$ cat src/rtl/dac_pkg.sv
// rtl/dac_pkg.sv - shared constants and feed state type for the sigma-delta dac path
package dac_pkg;

    localparam int DAC_DW        = 16;
    localparam int DAC_OSR       = 6;
    localparam int DAC_RAMP_STEP = 64;

    typedef enum logic [1:0] {
        IDLE  = 2'd0,
        START = 2'd1,
        RUN   = 2'd2,
        STOP  = 2'd3
    } feed_state_t;

endpackage

$ cat src/rtl/dac_tick_gen.sv
// rtl/dac_tick_gen.sv - free-running OSR-bit counter, pulses once per sample period
module dac_tick_gen
    import dac_pkg::*;
#(
    parameter int OSR = DAC_OSR
) (
    input  logic clk,
    input  logic rst,
    output logic tick
);

    logic [OSR-1:0] count;

    always_ff @(posedge clk) begin
        if (rst) begin
            count <= '0;
        end else begin
            count <= count + 1'b1;
        end
    end

    assign tick = &count;

endmodule

$ cat src/rtl/dac_feed_ctrl.sv
// rtl/dac_feed_ctrl.sv - pulls one PCM sample per period into the dac, slewing to/from zero on enable changes
module dac_feed_ctrl
    import dac_pkg::*;
#(
    parameter int DW        = DAC_DW,
    parameter int OSR       = DAC_OSR,
    parameter int RAMP_STEP = DAC_RAMP_STEP
) (
    input  logic                 clk,
    input  logic                 rst,
    input  logic                 enable,
    input  logic signed [DW-1:0] s_data,
    input  logic                 s_valid,
    output logic                 s_ready,
    output logic signed [DW-1:0] dac_din,
    output logic                 sample_tick,
    output logic                 underrun,
    output logic [15:0]          underrun_cnt,
    output logic                 active
);

    localparam logic signed [DW:0] STEP = (DW+1)'(RAMP_STEP);

    // One extra bit keeps tgt - cur exact across the full signed range.
    function automatic logic signed [DW-1:0] slew(input logic signed [DW-1:0] cur,
                                                  input logic signed [DW-1:0] tgt);
        logic signed [DW:0] cur_w;
        logic signed [DW:0] diff;
        cur_w = {cur[DW-1], cur};
        diff  = {tgt[DW-1], tgt} - cur_w;
        if (diff > STEP) begin
            slew = DW'(cur_w + STEP);
        end else if (diff < -STEP) begin
            slew = DW'(cur_w - STEP);
        end else begin
            slew = tgt;
        end
    endfunction

    feed_state_t          state, state_next;
    logic signed [DW-1:0] target, target_next;
    logic signed [DW-1:0] din_next;
    logic signed [DW-1:0] start_goal;
    logic                 underrun_next;

    dac_tick_gen #(.OSR(OSR)) u_tick (
        .clk  (clk),
        .rst  (rst),
        .tick (sample_tick)
    );

    assign s_ready    = sample_tick & enable & ((state == START) | (state == RUN));
    assign start_goal = s_valid ? s_data : target;
    assign active     = (state != IDLE);

    always_comb begin
        state_next    = state;
        target_next   = target;
        din_next      = dac_din;
        underrun_next = 1'b0;
        if (sample_tick) begin
            case (state)
                IDLE: begin
                    if (enable) begin
                        state_next  = START;
                        target_next = '0;
                    end
                end
                START: begin
                    if (!enable) begin
                        state_next = STOP;
                        din_next   = slew(dac_din, '0);
                    end else begin
                        target_next   = start_goal;
                        din_next      = slew(dac_din, start_goal);
                        underrun_next = !s_valid;
                        if (din_next == start_goal) begin
                            state_next = RUN;
                        end
                    end
                end
                RUN: begin
                    if (!enable) begin
                        state_next = STOP;
                        din_next   = slew(dac_din, '0);
                    end else if (s_valid) begin
                        din_next = s_data;
                    end else begin
                        underrun_next = 1'b1;
                    end
                end
                STOP: begin
                    // Re-enable resumes from the current level; no step is taken on this tick.
                    if (enable) begin
                        state_next  = START;
                        target_next = '0;
                    end else begin
                        din_next = slew(dac_din, '0);
                        if (din_next == '0) begin
                            state_next = IDLE;
                        end
                    end
                end
                default: ;
            endcase
        end
    end

    always_ff @(posedge clk) begin
        if (rst) begin
            state        <= IDLE;
            target       <= '0;
            dac_din      <= '0;
            underrun     <= 1'b0;
            underrun_cnt <= '0;
        end else begin
            state    <= state_next;
            target   <= target_next;
            dac_din  <= din_next;
            underrun <= underrun_next;
            if (underrun_next && (underrun_cnt != 16'hFFFF)) begin
                underrun_cnt <= underrun_cnt + 16'd1;
            end
        end
    end

endmodule

$ cat config.mk
export PLATFORM = sky130hd
export DESIGN_NAME = dac_feed_ctrl
export DESIGN_NICKNAME = d
export VERILOG_FILES = /design/src/rtl/dac_pkg.sv /design/src/rtl/dac_tick_gen.sv /design/src/rtl/dac_feed_ctrl.sv
export SDC_FILE = /design/constraint.sdc
export NUM_CORES = 1
export LEC_CHECK = 0
export BUFFER_PORTS_ARGS = -buffer_cell sky130_fd_sc_hd__buf_2
export CORE_MARGIN = 3
export CORE_UTILIZATION = 45
export CTS_CLUSTER_DIAMETER = 100
export DETAILED_ROUTE_END_ITERATION = 16
export GPL_TIMING_DRIVEN = 0
export PLACE_DENSITY = 0.75
export SKIP_LAST_GASP = 1
export SLEW_MARGIN = 20
export SYNTH_ARGS = -nofsm -noshare
export SYNTH_HDL_FRONTEND = slang
export SYNTH_SLANG_ARGS = --single-unit
$ cat constraint.sdc
create_clock -name clk -period 4.1 [get_ports clk]
set_input_delay 0.205 -clock clk [delete_from_list [all_inputs] [get_ports clk]]
set_output_delay 0.205 -clock clk [all_outputs]
set_load 0.01 [all_outputs]
==> reports/metrics.yaml <==
crit_type: "reg -> reg"
worstSetupEndpointType: "register"
yosys_warnings: 0
clock-root-buffer: "clkbuf_16"
drt-initial-drc-count: 627
critPathRequiredTime_ns: 4.33
tightestPinTransition_ns: 0.851
irDropWorstVdd_v: 0.000328
fin_skew_ns: 0.00602
hpwl_mm: 12.7
wl_per_cell_um: 18.5
die_h_um: 115
seq_area_frac_synth: 0.215
synthArstFlopShare: 0
coreArea_um2: 11500
synth_edf_count: 0
drc: 0
setup_viol: 0
clk_latency_ns: 0.34
drive_gt1_frac: 0.179
synth_nets: 737
critPathLaunchType: "register"
grt_overflow: 0
hold_viol: 0
fmax_mhz: 256
via_count: 5629
gp_congestion: 1.00
path_clk_slew_ns: 0.06
yosys_most_used_dff: "dfxtp_1"
grtUsageTotal: 0.256
pwr-share-comb: 0.191
die_x_um: 115
die_area_um2: 13100
slew_violations: 0
slew_headroom: 0.428
ys_ff_latch: 57
syn_area_um2: 5310
reg2reg_slack_ns: 0.20
cts_tree: "built"
syn_avg_cell_area_um2: 7.70
htreeDepth: 3
place_inst: 886
rsz0062_at_grt: "no"
critPathMaxFanout: 8
cts_hold_buffers: 0
status: "complete, no violations"
switching_power_mw: 0.471
grt_max_degree: 12
drt-pass1-iter-count: 5
instances_no_fill: 902
fin_ws_ns: 0.195
netlist_instances: 689
ant_nets: 0
switching_share: 0.290
drt_wl_total_mm: 16.7
fin_nets: 802
via_per_inst: 6.24
antenna_cells: 0
nFillCells: 1111
yosys.cell_types.count: 73
clockBufferDepth: 2
port_buffers: 54
fin_crit_ns: 3.90
num_io_pins: 56
post-place-ws_ns: -0.632
antenna_found_initial: 1
cts_sinks: 57
synthToLayoutAreaGrowth_pct: 16.2
holdCritPathClass: "in -> reg"
powerDensity_nw_per_um2: 263
clkPwrFrac: 0.465
grt_pass1_vias: 5099
cellLeakagePower_nw: 2.54
row_count: 39
fin_crit_sh: 0.952
p_seq_frac: 0.344
cp.arrival_ns: 4.13
start_util: 0.463
cts_buffers: 9
maxCapViolCount: 0
grt_pass1_wl_mm: 26.8
power.internal_mw: 1.15
-- per-layer routing --
metal,routed length [um],up-vias,GRT usage
li1,-,2652,-
met1,7110,2581,0.348
met2,7240,340,0.393
met3,1760,54,0.0597
met4,548,2,0.0974
met5,13,-,0
-- per-stage QoR --
step	setup TNS, ns	total power [mW]	utilization	instance area, um2	hold slack, ns
finish	0	1.62	0.538	6170	0.138
global route	0	1.69	0.538	6170	0.134
CTS	-0.0246	1.61	0.530	6070	0.112
detailed placement	-7.53	0.853	0.502	5760	0.443
global placement	-7.06	0.851	0.502	5760	0.437
floorplan	0	0.783	-	5310	0.344
-- cell usage after synthesis, types with 11 or more instances --
master	instances	area [um2]
nand2_1	62	233
nand4_1	14	87.6
dfxtp_1	57	1140
nor3_1	19	95.1
nand3_1	38	190
inv_1	38	143
xnor2_1	46	403
mux2i_1	25	250
and2_1	11	68.8
ha_1	27	338
xor2_1	18	158
o21ai_0	21	105
a21oi_1	47	235
nor2_1	51	191
clkbuf_1	16	60.1
a211oi_1	13	97.6
and3_1	11	68.8
a221o_1	11	110
-- path summary, 6_finish.rpt --
kind,endpoint,startpoint,cells past startpoint
worst min-delay path,dac_din[4],s_data[4],2
worst min register to register,target[9],target[9],2
worst max register to register,dac_din[9],target[10],14
worst max-delay path,dac_din[9],target[10],14
-- state kept, by name (all words and copies together) (netlist names) --
name          cells
state             2
dac_din          16
target           16
underrun          1
u_tick.count      6
underrun_cnt     16
-- critical path, cell delays in order, from the launching register on --
cell      delay [ns]
dfxtp_1         0.34
mux2i_2         0.29
inv_1           0.19
ha_1            0.32
clkbuf_8        0.16
and3_2          0.23
o211ai_1        0.12
a21oi_1         0.12
or4_4           0.44
a32oi_2         0.25
and4_2          0.29
a21oi_2         0.13
nor2_1          0.37
a221oi_1        0.20
a211oi_1        0.33
-- cell families after synthesis --
kind of cell	Yosys count	synth area share
DFF	57	0.215
and+or+nand+nor	253	0.240
AOI/OAI and AO/OA	179	0.239
adders and majority gates	28	0.0674
muxes	29	0.0556
buffers and inverters	79	0.0773
xor gates and xnor gates	64	0.106
-- area by class of cell --
cell class                      count  area [um2]  share of cell area
Multi-Input combinational cell    553        3830               0.620
Clock inverter                      6        67.6              0.0110
Timing Repair Buffer               56         298              0.0483
Inverter                           42         163              0.0264
Sequential cell                    57        1140               0.186
Buffer                             35         262              0.0424
Tap cell                          143         179              0.0290
Clock buffer                       10         229              0.0371
-- placed cells by master, fill, tap and decap left out, types with 13 or more instances in the layout --
| master | Yosys | final |
|---|---|---|
| clkbuf_1 | 16 | 14 |
| a211oi_1 | 13 | 13 |
| inv_1 | 38 | 38 |
| mux2i_1 | 25 | 19 |
| o21ai_0 | 21 | 20 |
| xor2_1 | 18 | 17 |
| nand2_1 | 62 | 62 |
| a21oi_1 | 47 | 46 |
| nand3_1 | 38 | 38 |
| dfxtp_1 | 57 | 54 |
| buf_2 | 4 | 56 |
| nand4_1 | 14 | 14 |
| nor3_1 | 19 | 19 |
| ha_1 | 27 | 26 |
| xnor2_1 | 46 | 46 |
| nor2_1 | 51 | 51 |
-- what timing repair did --
item	4_1_cts	5_1_grt
endpoints found under the setup margin	14	15
gates resized for setup	8	22
setup buffers	0	2
-- power groups by stage --
stage,Combinational (mW),Clock (mW),Sequential [mW]
after floorplan,0.213,0,0.570
final,0.309,0.755,0.559
after CTS,0.288,0.767,0.559
after global routing,0.335,0.791,0.559
after detailed placement,0.282,0,0.571
after global placement,0.280,0,0.571
Power figures use the tool's default switching activity.
